==> src/rtl/rom_read_arbiter.sv <==
// rom_read_arbiter: shares one combinational-read instruction ROM between the
// instruction-fetch port (IF) and the data-section read port (DS). One access
// is granted per cycle. The ROM word comes back one cycle later with a single
// cycle valid strobe, and misaligned or out-of-range addresses are flagged.
module rom_read_arbiter #(
  parameter int DEPTH  = 256,
  parameter int ABITS  = 32,
  parameter int DWIDTH = 32,
  parameter int RR_EN  = 1
) (
  input  logic              clk,
  input  logic              reset_n,
  input  logic              if_req,
  input  logic [ABITS-1:0]  if_addr,
  output logic              if_gnt,
  output logic              if_rvalid,
  output logic [DWIDTH-1:0] if_rdata,
  output logic              if_err,
  input  logic              ds_req,
  input  logic [ABITS-1:0]  ds_addr,
  output logic              ds_gnt,
  output logic              ds_rvalid,
  output logic [DWIDTH-1:0] ds_rdata,
  output logic              ds_err,
  output logic [ABITS-1:0]  rom_adr,
  input  logic [DWIDTH-1:0] rom_dout
);

  localparam logic [ABITS-1:0] DEPTH_W = ABITS'(DEPTH);

  logic              r_last_ds;   // 1 = DS was the most recent grant
  logic [ABITS-1:0]  r_adr_hold;
  logic              r_if_rvalid;
  logic [DWIDTH-1:0] r_if_rdata;
  logic              r_if_err;
  logic              r_ds_rvalid;
  logic [DWIDTH-1:0] r_ds_rdata;
  logic              r_ds_err;

  logic              w_if_gnt;
  logic              w_ds_gnt;
  logic              w_any_gnt;
  logic [ABITS-1:0]  w_gnt_addr;
  logic              w_misaligned;
  logic              w_out_of_range;
  logic              w_illegal;

  // Arbitration; grants are forced low while reset is asserted.
  always_comb begin
    w_if_gnt = 1'b0;
    w_ds_gnt = 1'b0;
    if (reset_n) begin
      if (if_req && ds_req) begin
        if ((RR_EN != 0) && !r_last_ds) begin
          w_ds_gnt = 1'b1;
        end else begin
          w_if_gnt = 1'b1;
        end
      end else begin
        w_if_gnt = if_req;
        w_ds_gnt = ds_req;
      end
    end
  end

  // ROM address: the granted port's address, else the last granted one so it stays glitch-free.
  always_comb begin
    w_gnt_addr = r_adr_hold;
    if (w_if_gnt) begin
      w_gnt_addr = if_addr;
    end else if (w_ds_gnt) begin
      w_gnt_addr = ds_addr;
    end
  end

  assign w_any_gnt      = w_if_gnt | w_ds_gnt;
  assign w_misaligned   = (w_gnt_addr[1:0] != 2'b00);
  // Word index is compared at full address width so high address bits are never dropped.
  assign w_out_of_range = ({2'b00, w_gnt_addr[ABITS-1:2]} >= DEPTH_W);
  assign w_illegal      = w_misaligned | w_out_of_range;

  // Round-robin pointer and held ROM address, updated only on granted cycles.
  always_ff @(posedge clk or negedge reset_n) begin
    if (!reset_n) begin
      r_last_ds  <= 1'b1;
      r_adr_hold <= '0;
    end else if (w_any_gnt) begin
      r_last_ds  <= w_ds_gnt;
      r_adr_hold <= w_gnt_addr;
    end
  end

  // Registered responses: valid pulses for one cycle, data/err hold until that port's next response.
  always_ff @(posedge clk or negedge reset_n) begin
    if (!reset_n) begin
      r_if_rvalid <= 1'b0;
      r_if_rdata  <= '0;
      r_if_err    <= 1'b0;
      r_ds_rvalid <= 1'b0;
      r_ds_rdata  <= '0;
      r_ds_err    <= 1'b0;
    end else begin
      r_if_rvalid <= w_if_gnt;
      r_ds_rvalid <= w_ds_gnt;
      if (w_if_gnt) begin
        r_if_rdata <= w_illegal ? '0 : rom_dout;
        r_if_err   <= w_illegal;
      end
      if (w_ds_gnt) begin
        r_ds_rdata <= w_illegal ? '0 : rom_dout;
        r_ds_err   <= w_illegal;
      end
    end
  end

  assign if_gnt    = w_if_gnt;
  assign ds_gnt    = w_ds_gnt;
  assign rom_adr   = w_gnt_addr;
  assign if_rvalid = r_if_rvalid;
  assign if_rdata  = r_if_rdata;
  assign if_err    = r_if_err;
  assign ds_rvalid = r_ds_rvalid;
  assign ds_rdata  = r_ds_rdata;
  assign ds_err    = r_ds_err;

endmodule

==> config.mk <==
export PLATFORM = sky130hd
export DESIGN_NAME = rom_read_arbiter
export DESIGN_NICKNAME = d
export VERILOG_FILES = /design/src/rtl/rom_read_arbiter.sv
export SDC_FILE = /design/constraint.sdc
export NUM_CORES = 1
export LEC_CHECK = 0
export CORE_ASPECT_RATIO = 0.9
export CORE_UTILIZATION = 45
export DETAILED_ROUTE_END_ITERATION = 12
export PLACE_DENSITY = 0.81
export SLEW_MARGIN = 20
export SYNTH_ARGS = -nofsm -noshare
export SYNTH_HDL_FRONTEND = slang
export SYNTH_SLANG_ARGS = --single-unit
==> constraint.sdc <==
create_clock -name clk -period 4.3 [get_ports clk]
set_input_delay 0.86 -clock clk [delete_from_list [all_inputs] [get_ports clk]]
set_output_delay 0.86 -clock clk [all_outputs]
set_load 0.01 [all_outputs]
==> metrics.csv, run 1 <==
metric;value;unit
status;completed;
Max-slew headroom;0.489;
post-synth top area share;0.495;
M1 GR Usage;0.303;
CTS clock-pin slew for the worst setup and hold paths;0.07;ns
number of enable flip-flop cells after synthesis;0;
mean post-synth cell area;11.0;um2
largest area contributor in the netlist;dfrtp_1;
Mapped Area;5050;um2
die area;11700;um2
unrepaired setup endpoints after global routing;no;
FF+latch count, synth;101;
DIE HEIGHT;103;um
All-Layer GR Usage;0.238;
Synth Warn #;0;
Max VDD drop;223;uV
Root Driver;clkbuf_16;
Worst-Skew Late Latency;0.34;ns
global-route wire length before repair;21500;um
Gate Count Post-Synth;460;
Core Footprint;10900;um2
vias in the first global route;4279;
Clock Tree Buf Depth;2;
post-layout power;2.24;mW
post-synthesis sequential area ratio;0.501;
Leakage Power;3.17;nW
final period utilization;0.919;
met2 usage in global routing;0.407;
std cell rows;36;
largest cells by area after synthesis;dfrtp_1 (50%), o31ai_4 (17%), nand2_1 (9.4%), o31ai_1 (3.6%), a221o_1 (2.4%);
CTS tree;yes;
CTS Buf Count;9;
antenna viol nets, final;0;
Layout area overhead;48.0;%
Yosys cell types;36;
wire per inst;17.2;um
ys async rst share;1.00;
Final min period;3.95;ns
Mapped Nets;560;
n_diodes;0;
PostCTS Resize Cnt;0;
number of max-cap violations;0;
met3 Use GR;0.0523;
Synth Flop Type;dfrtp_1;
Die Wd;114;um
Residual DRC;0;
crit start category;input pin;
WL final;13900;um
DR iter-0 viols;265;
critical path arrival;3.09;ns
IO Pins;202;
CP max FO;15;
crit end category;output pin;
Critical Path RT;3.44;ns
Final HPWL DP;10200;um
Initial Utilization;0.465;
setup TNS;0;ns
GP Congestion;0.873;
clock sink count;101;
max frequency;253;MHz
worst slew pin tran;0.766;ns
layout cells sized above 1;0.118;
skew final;0.00669;ns
initial antenna violation count;0;
final hold viol count;0;
Pre-antenna DRT Iters;5;
via count;4298;
final setup fails;0;
pin count of the biggest net entering global routing;67;
CTS HTree Levels;3;
# port buffers;201;
Layout Nets;750;
CTS hold repair buffers;0;
WS Path Type;in2out;
pwr/cell area;300;nW/um2
postcts setup bufs;0;
HP Class;reg2reg;
busiest layer in global routing;met2;
remaining global-route overflow;0;
Slew Limit Fails;0;
# fillers;813;
via/cell ratio;5.33;
==> where the power goes <==
group | internal, mW | switching (mW)
registers | 0.999 | 0.0239
clock network | 0.394 | 0.344
logic | 0.240 | 0.244
total | 1.63 | 0.612
==> worst max-delay path, cell delays in order <==
cell             delay (ns)
clkdlybuf4s50_1        0.62
and2_1                 0.25
nand2_4                0.10
inv_2                  0.23
buf_4                  0.27
nand2_1                0.10
nand3_1                0.10
clkdlybuf4s50_1        0.55
==> per-stage QoR <==
stage | util | worst slack, ns | hold slack (ns) | std cells | cell area (um2)
floorplan | - | 1.40 | 0.450 | 460 | 5050
global placement | 0.664 | 0.455 | 0.461 | 791 | 7200
detailed placement | 0.664 | 0.401 | 0.471 | 791 | 7200
CTS | 0.689 | 0.389 | 0.481 | 807 | 7470
global route | 0.689 | 0.249 | 0.494 | 807 | 7470
finish | 0.689 | 0.348 | 0.481 | 807 | 7470
==> state kept, by name (all words and copies together), names as in the netlist <==
register,cells
ds_err,1
ds_rdata,32
ds_rvalid,1
if_err,1
if_rdata,32
if_rvalid,1
r_adr_hold,32
r_last_ds,1
==> cell families after synthesis <==
kind of cell,Yosys count,synth area share
and+or+nand+nor,177,0.149
AOI/OAI and AO/OA,113,0.288
DFF,101,0.501
buffers and inverters,67,0.0585
muxes,2,0.00446
==> per-layer routing <==
metal  wire [um]  vias up
li1            -     2014
met1        5670     2106
met2        7090      153
met3         790       25
met4         347        0
met5           0        -
==> cell type report <==
| cell class | instances | area (um2) | share of cell area |
|---|---|---|---|
| sequential | 101 | 2530 | 0.338 |
| clock buffer | 11 | 233 | 0.0311 |
| clock inverter | 5 | 37.5 | 0.00502 |
| tap | 152 | 190 | 0.0254 |
| timing repair buffer | 212 | 2120 | 0.283 |
| inverter | 34 | 128 | 0.0171 |
| multi-input combinational | 292 | 2240 | 0.300 |
==> path summary, 6_finish.rpt <==
kind | cells after the start | start | to | slack (ns)
setup / recovery | 8 | if_req | rom_adr[15] | 0.35
hold / removal | 2 | if_rdata[16] | if_rdata[16] | 0.48
setup reg to reg | 8 | r_last_ds | ds_err | 1.44
hold reg to reg | 2 | if_rdata[16] | if_rdata[16] | 0.48
max in group asynchronous | 2 | reset_n | if_rdata[9] | 3.03
min in group asynchronous | 2 | reset_n | if_rvalid | 0.69
==> placed cells by master (no fill, tap or decap), types with 8 or more instances in the layout <==
| master | n |
|---|---|
| a221o_1 | 12 |
| clkdlybuf4s50_1 | 200 |
| dfrtp_1 | 100 |
| a22o_1 | 9 |
| buf_4 | 10 |
| inv_1 | 32 |
| o31ai_1 | 24 |
| clkbuf_16 | 9 |
| nand2_1 | 126 |
| nor4_1 | 8 |
| nand3_1 | 21 |
| o31ai_4 | 40 |
| a22oi_1 | 9 |
==> Yosys cell counts, drive strengths merged (5+ instances only) <==
| master | instances |
|---|---|
| nand3 | 21 |
| and2 | 7 |
| nor2 | 6 |
| nor4 | 8 |
| buf | 11 |
| nand2 | 128 |
| a22oi | 9 |
| clkbuf | 22 |
| a22o | 9 |
| o31ai | 64 |
| a32o | 5 |
| dfrtp | 100 |
| a221o | 12 |
| inv | 34 |
Power figures use the tool's default switching activity.
==> inputs of run 2 (changes only) <==
--- a/config.mk
+++ b/config.mk
@@ -8,6 +8,7 @@
 export CORE_ASPECT_RATIO = 0.9
 export CORE_UTILIZATION = 45
 export DETAILED_ROUTE_END_ITERATION = 12
+export GPL_ROUTABILITY_DRIVEN = 0
 export PLACE_DENSITY = 0.81
 export SLEW_MARGIN = 20
 export SYNTH_ARGS = -nofsm -noshare
==> constraint.sdc (replaced) <==
create_clock -name clk -period 5 [get_ports clk]
set_input_delay 1 -clock clk [delete_from_list [all_inputs] [get_ports clk]]
set_output_delay 1 -clock clk [all_outputs]
set_load 0.01 [all_outputs]
==> run 2 against run 1 <==
- wire length fell by 1.2%
- count of clock-buffer cells in the layout unchanged
- global-route usage decreased by 0.27 points
- worst hold slack got worse by 0.0069 ns
- combinational power decreased by 15%
- sequential power fell by 14%
- non-clock buffer count fell by 3
- sequential share of layout area barely moved
- setup slack better by 0.23 ns
- clock skew is essentially flat
- first-iteration DRC count grew 11%
- utilization hardly changed
==> metrics.csv, run 2 (synthesized netlist as in run 1, its figures left out) <==
metric;value;unit;change
status;completed;;
WS Path Type;in2out;;
Root Driver;clkbuf_16;;
Worst-Skew Late Latency;0.34;ns;about the same
CP max FO;39;;+24
WL final;13700;um;-1.2%
crit start category;input pin;;
die area;11700;um2;unchanged
Top delay family on crit path;buffers and inverters;;
most frequent cells in the layout;clkdlybuf4s50_1 (200), nand2_1 (126), dfrtp_1 (100), o31ai_4 (40), inv_1 (32);;
antenna viol nets, final;0;;unchanged
number of max-cap violations;0;;unchanged
HP Class;reg2reg;;
Slew Limit Fails;0;;unchanged
PostCTS Resize Cnt;0;;unchanged
Cell Area, Placed;7170;um2;-0.49%
worst slew pin tran;0.853;ns;+0.0867 ns
CTS Buf Count;9;;unchanged
final setup fails;0;;unchanged
unrepaired setup endpoints after global routing;no;;
final cell count without fillers;803;;-0.50%
All-Layer GR Usage;0.236;;-0.00266
# port buffers;201;;unchanged
CTS tree;yes;;
Pre-antenna DRT Iters;5;;unchanged
Max VDD drop;296;uV;+33%
Core Footprint;10900;um2;unchanged
pwr/cell area;267;nW/um2;-11%
Residual DRC;0;;unchanged
std cell rows;36;;unchanged
Clock Tree Buf Depth;2;;unchanged
CP Cell Sequence;clkdlybuf4s50_1 > a21boi_2 > nand2_4 > inv_2 > nand2_1 > a31oi_1 > clkdlybuf4s50_1;;
remaining global-route overflow;0;;unchanged
postcts setup bufs;0;;unchanged
wire per inst;17.1;um;-0.72%
Final HPWL DP;10000;um;-2.1%
clock sink count;101;;unchanged
Max-slew headroom;0.431;;-0.0578
Critical Path RT;4.00;ns;+0.56 ns
via/cell ratio;5.37;;+0.92%
final period utilization;0.885;;
IO Pins;202;;unchanged
peak per-stage delay on the critical path;0.56;ns;-0.06 ns
CP dominant cell by count;clkdlybuf4s50_1;;
DR iter-0 viols;295;;+11%
crit end category;output pin;;
global-route wire length before repair;21100;um;-1.7%
Layout area overhead;47.9;%;about the same
CTS HTree Levels;3;;unchanged
Layout Nets;747;;-0.40%
critical path arrival;3.43;ns;+0.34 ns
final instance area;7470;um2;about the same
CTS clock-pin slew for the worst setup and hold paths;0.06;ns;about the same
Final min period;4.43;ns;
vias in the first global route;4210;;-1.6%
skew final;0.00624;ns;-0.000448 ns
Initial Utilization;0.465;;unchanged
DIE HEIGHT;103;um;unchanged
Worst Path Buf+Inv;3;;-1
Core Util, Final;0.688;;about the same
max frequency;226;MHz;
final hold viol count;0;;unchanged
commonest non-fill, non-tap cell in the layout;clkdlybuf4s50_1;;
Die Wd;114;um;unchanged
n_diodes;0;;unchanged
CTS hold repair buffers;0;;unchanged
reg-to-reg slack, setup;1.62;ns;+0.18 ns
layout cells sized above 1;0.115;;-0.00235
Leakage Power;3.18;nW;about the same
setup TNS;0;ns;unchanged
Placed Instances;788;;-0.38%
pin count of the biggest net entering global routing;69;;+3.0%
initial antenna violation count;0;;unchanged
Slowest cell on crit path;clkdlybuf4s50_1;;
via count;4316;;+0.42%
-- run 2: final timing paths --
check	from	endpoint	cells after the start
setup / recovery	if_req	rom_adr[3]	7
setup reg to reg	r_last_ds	ds_err	9
max in group asynchronous	reset_n	ds_rdata[8]	3
min in group asynchronous	reset_n	r_adr_hold[12]	2
hold reg to reg	if_rdata[10]	if_rdata[10]	2
hold / removal	if_rdata[10]	if_rdata[10]	2
-- run 2: cell type report --
| cell class | instances | area (um2) |
|---|---|---|
| Clock buffer | 11 | 253 |
| Clock inverter | 4 | 47.5 |
| Fill cell | 797 | 3390 |
| Inverter | 34 | 128 |
| Multi-Input combinational cell | 292 | 2240 |
| Sequential cell | 101 | 2530 |
| Tap cell | 152 | 190 |
| Timing Repair Buffer | 209 | 2080 |
-- run 2: per-stage QoR --
stage | hold WS, ns | total power, mW | setup slack [ns]
global route | 0.516 | 2.08 | 0.433
finish | 0.474 | 1.99 | 0.575
detailed placement | 0.465 | 1.30 | 0.562
floorplan | 0.450 | 1.07 | 1.82
CTS | 0.480 | 2.01 | 0.642
global placement | 0.460 | 1.29 | 0.642
-- run 2: worst register-to-register path, delay by kind of cell, from the launching register on --
kind,cells,cell delay [ns]
simple gates,3,0.41
buf+inv,3,1.43
compound gates,2,0.42
mux,1,0.44
flops,1,0.56
-- run 2: power by group --
part	internal (mW)	switching, mW
logic	0.203	0.209
registers	0.859	0.0191
clock network	0.411	0.294
total	1.47	0.522
-- run 2: routing by layer --
metal	wire (um)	global-route usage	vias up
met4	508	0.106	0
met5	0	0	-
met1	5570	0.301	2098
met2	6920	0.387	176
li1	-	-	2004
met3	728	0.0553	38
==> inputs of run 3 (changes only) <==
--- a/config.mk
+++ b/config.mk
@@ -6,7 +6,9 @@
 export NUM_CORES = 1
 export LEC_CHECK = 0
 export CORE_ASPECT_RATIO = 0.9
+export CORE_MARGIN = 4
 export CORE_UTILIZATION = 45
+export CTS_BUF_LIST = sky130_fd_sc_hd__clkbuf_8
 export DETAILED_ROUTE_END_ITERATION = 12
 export GPL_ROUTABILITY_DRIVEN = 0
 export PLACE_DENSITY = 0.81
==> run 3 against run 2 <==
- flip-flop and latch count did not move
- sequential share of layout area rose by 0.22 points
- largest cell class unchanged
- combinational power barely moved
- maximum frequency rose by 0.47%
- largest power group unchanged
- cell count rose by 0.12%
- power fell by 5.9%
- wire length rose by 5.5%
- critical path type unchanged
- critical path depth did not move
- highest routed layer unchanged
==> metrics.csv, run 3 (synthesized netlist as in run 1, its figures left out) <==
metric;value;unit;change
status;completed;;
Hold Slack;0.483;ns;+0.00821 ns
Sw Share;0.264;;+0.00268
WS Path Type;in2out;;
Layout Nets;748;;+0.13%
IO Pins;202;;unchanged
final period utilization;0.881;;-0.00417
global-route wire length before repair;23100;um;+9.2%
pwr/cell area;253;nW/um2;-5.2%
via count;4287;;-0.67%
CP max FO;34;;-13%
CTS tree;yes;;
Core Footprint;10900;um2;+0.42%
skew final;0.0119;ns;+0.00562 ns
Int Power;1.38;mW;-6.2%
antenna viol nets, final;0;;unchanged
All-Layer GR Usage;0.225;;-0.0110
CP dominant cell by count;clkdlybuf4s50_1;;
Layout area overhead;46.9;%;
CTS hold repair buffers;0;;unchanged
remaining global-route overflow;0;;unchanged
# port buffers;201;;unchanged
die area;13000;um2;+11%
Pre-antenna DRT Iters;7;;+2
Slew Limit Fails;0;;unchanged
CTS Buf Count;9;;unchanged
clock sink count;101;;unchanged
Final HPWL DP;11000;um;+9.4%
CP Cell Sequence;clkdlybuf4s50_1 > and2_1 > nand2_4 > inv_2 > a22oi_1 > nand2_1 > clkdlybuf4s50_1;;
initial antenna violation count;0;;unchanged
DIE HEIGHT;109;um;+5.9%
final setup fails;0;;unchanged
worst slew pin tran;0.843;ns;-0.00984 ns
Root Driver;clkbuf_8;;
Critical Path RT;4.00;ns;about the same
Residual DRC;0;;unchanged
Worst-Skew Late Latency;0.36;ns;+0.02 ns
commonest non-fill, non-tap cell in the layout;clkdlybuf4s50_1;;
Final min period;4.40;ns;-0.0209 ns
crit end category;output pin;;
via/cell ratio;5.33;;-0.80%
layout cells sized above 1;0.117;;+0.00136
vias in the first global route;4410;;+4.8%
register share of total power;0.467;;+0.027
Slowest cell on crit path;clkdlybuf4s50_1;;
DR iter-0 viols;406;;+38%
Clock Tree Buf Depth;2;;unchanged
std cell rows;36;;unchanged
Leakage Power;3.15;nW;-0.68%
CTS clock-pin slew for the worst setup and hold paths;0.09;ns;+0.03 ns
P_sw;0.496;mW;-4.9%
most frequent cells in the layout;clkdlybuf4s50_1 (200), nand2_1 (126), dfrtp_1 (100), o31ai_4 (40), inv_1 (32);;
Initial Utilization;0.463;;-0.00192
Max VDD drop;185;uV;-37%
wire per inst;18.0;um;+5.4%
pin count of the biggest net entering global routing;67;;-2.9%
PostCTS Resize Cnt;0;;unchanged
setup TNS;0;ns;unchanged
n_diodes;0;;unchanged
Worst Path Buf+Inv;3;;unchanged
WL final;14500;um;+5.5%
postcts setup bufs;0;;unchanged
Die Wd;120;um;+5.3%
Clock Power Share;0.314;;-0.039
max frequency;227;MHz;+0.47%
HP Class;reg2reg;;
Max-slew headroom;0.438;;+0.00656
unrepaired setup endpoints after global routing;no;;
crit start category;input pin;;
number of max-cap violations;0;;unchanged
peak per-stage delay on the critical path;0.61;ns;+0.05 ns
final hold viol count;0;;unchanged
critical path arrival;3.40;ns;-0.03 ns
Comb pwr share;0.219;;+0.012
Top delay family on crit path;buffers and inverters;;
CTS HTree Levels;3;;unchanged
==> run 3: cell count changes in the layout (fill, tap and decap cells not counted), sizes merged <==
cell	delta
clkbuf	+1
buf	+1
clkinv	-2
bufinv	+1
==> run 3: per-stage QoR <==
stage	setup slack [ns]	total power [mW]	instances	instance area, um2	utilization
finish	0.596	1.88	804	7420	0.681
global route	0.423	1.97	804	7420	0.681
CTS	0.626	1.90	804	7420	0.681
detailed placement	0.637	1.30	789	7190	0.660
global placement	0.685	1.30	789	7190	0.660
floorplan	1.82	1.07	460	5050	-
==> run 3: path summary, 6_finish.rpt <==
check / slack, ns / end / startpoint / cells past startpoint
worst max register to register: 1.81 / if_rdata[2] / r_last_ds / 9
max in group asynchronous: 3.57 / r_adr_hold[10] / reset_n / 2
worst min-delay path: 0.48 / r_last_ds / r_last_ds / 2
worst max-delay path: 0.60 / rom_adr[5] / if_req / 7
min in group asynchronous: 0.80 / if_rdata[17] / reset_n / 2
worst min register to register: 0.48 / r_last_ds / r_last_ds / 2
==> run 3: area by class of cell <==
cell class / count / area (um2)
fillers: 855 / 3480
flip-flops and latches: 101 / 2530
multi-input cells: 292 / 2240
repair buffers: 210 / 2100
well taps: 152 / 190
clock buffers: 12 / 165
inverters: 34 / 128
clock inverters: 3 / 67.6
==> run 3: routing by layer <==
metal  global-route usage  vias up  wire [um]
met2                0.388      148       7480
li1                     -     2016          -
met3               0.0533       27        792
met5                    0        -          0
met1                0.280     2096       5890
met4               0.0752        0        327
==> run 3: worst min-delay path, cell delays in order, from the launching register on <==
cell	delay, ns
dfstp_2	0.39
nand2_1	0.05
nand2_1	0.04
==> run 3: power by group through the flow <==
| stage | Combinational, mW | Clock [mW] | Sequential, mW |
|---|---|---|---|
| after floorplan | 0.184 | 0 | 0.888 |
| after global placement | 0.406 | 0 | 0.892 |
| after detailed placement | 0.412 | 0 | 0.893 |
| after CTS | 0.415 | 0.610 | 0.877 |
| after global routing | 0.446 | 0.641 | 0.882 |
| final | 0.412 | 0.589 | 0.877 |
==> variant, RTL diff (settings of run 3) <==
The parameter `DWIDTH` goes from 32 to 64.
--- a/src/rtl/rom_read_arbiter.sv
+++ b/src/rtl/rom_read_arbiter.sv
@@ -5,7 +5,7 @@
 module rom_read_arbiter #(
   parameter int DEPTH  = 256,
   parameter int ABITS  = 32,
-  parameter int DWIDTH = 32,
+  parameter int DWIDTH = 64,
   parameter int RR_EN  = 1
 ) (
   input  logic              clk,
Interface: changed (resized ds_rdata, if_rdata and rom_dout); port bits go from 202 to 298. No check against the original RTL was run, so the function may have changed too.
==> variant against run 3 <==
Largest cell class unchanged; worst setup slack lost 0.011 ns; area after synthesis grew 50%; sequential cell count grew 64; register-to-register slack gained 0.15 ns; total power grew 53%; via count grew 46%; critical endpoint is now rom_adr[3]; synthesized cell count grew 53%; design area grew 49%; sequential power grew 60%; highest routed layer unchanged; routed wire length grew 47%.
==> variant: results <==
group,metric,value,unit
status,status,"finished clean",
placed_design,io_buffer_count,297,
setup_path,reg2reg_to,"ds_err$_DFFE_PN0N_",
yosys,synth_common_cells,"nand2_1, dfrtp_1, o31ai_2",
pwr,p_seq,1.40,mW
setup_path,endpoint,"rom_adr[3]",
placed_design,dp_slack,0.6078,ns
routing,vias,6276,
global_routing,grt_start_max_net_pins,177,
pwr,clockPowerShare,0.346,
pwr,p_switching,778.9,µW
yosys,synth_compound_area_frac,0.2493,
routing,viasPerCell,5.239,
worst_hold_path,holdPathEnd,"if_rdata[39]$_DFFE_PN0P_",
setup_path,slowest_delay,0.57,ns
setup_path,reg2reg_slack,1.96,ns
yosys,synth-seq-area-share,0.5463,
global_routing,grt_pass1_vias,6200,
yosys,postSynthAreaPerCell,10.71,µm²
layout,fin_nets,1110,
pwr,ir_drop,191.9,µV
yosys,syn_nets,838,
timing,tightest_slew,1.072,ns
timing,hold_slack,0.4812,ns
layout,area_growth,46.13,%
yosys,synthTopCellsByArea,"dfrtp_1, o31ai_2, nand2_1",
layout,drive_above_1_share,0.1544,
global_routing,grtUsageTotal,0.2202,
placed_design,dpl_cell_area,10640,µm²
yosys,synthMuxAreaShare,0.002979,
pwr,p_leak,4.893,nW
## variant: cell count changes after synthesis
| cell | run 3 | this run |
|---|---|---|
| clkbuf_1 | 22 | 37 |
| nand2_1 | 126 | 191 |
| nand2_2 | 2 | 1 |
| inv_1 | 32 | 65 |
| buf_2 | 2 | 1 |
| o31ai_1 | 24 | 28 |
| buf_1 | 3 | 6 |
| o31ai_4 | 40 | 0 |
| buf_6 | 5 | 10 |
| inv_2 | 2 | 1 |
| dfrtp_1 | 100 | 164 |
| o31ai_2 | 0 | 100 |
## variant: per-layer routing
layer / wire length [µm] / track usage / vias to the layer above
li1: - / - / 2983
met1: 8439 / 0.2611 / 2994
met2: 10320 / 0.3680 / 259
met3: 2008 / 0.08515 / 40
met4: 520 / 0.07680 / 0
met5: 0 / 0 / -
## variant: cell type report
cell class              instances  area share
repair buffers                308      0.2790
well taps                     207     0.02345
clock buffers                  19     0.02367
multi-input cells             420      0.2644
inverters                      66     0.02243
clock inverters                13     0.01325
flip-flops and latches        165      0.3739
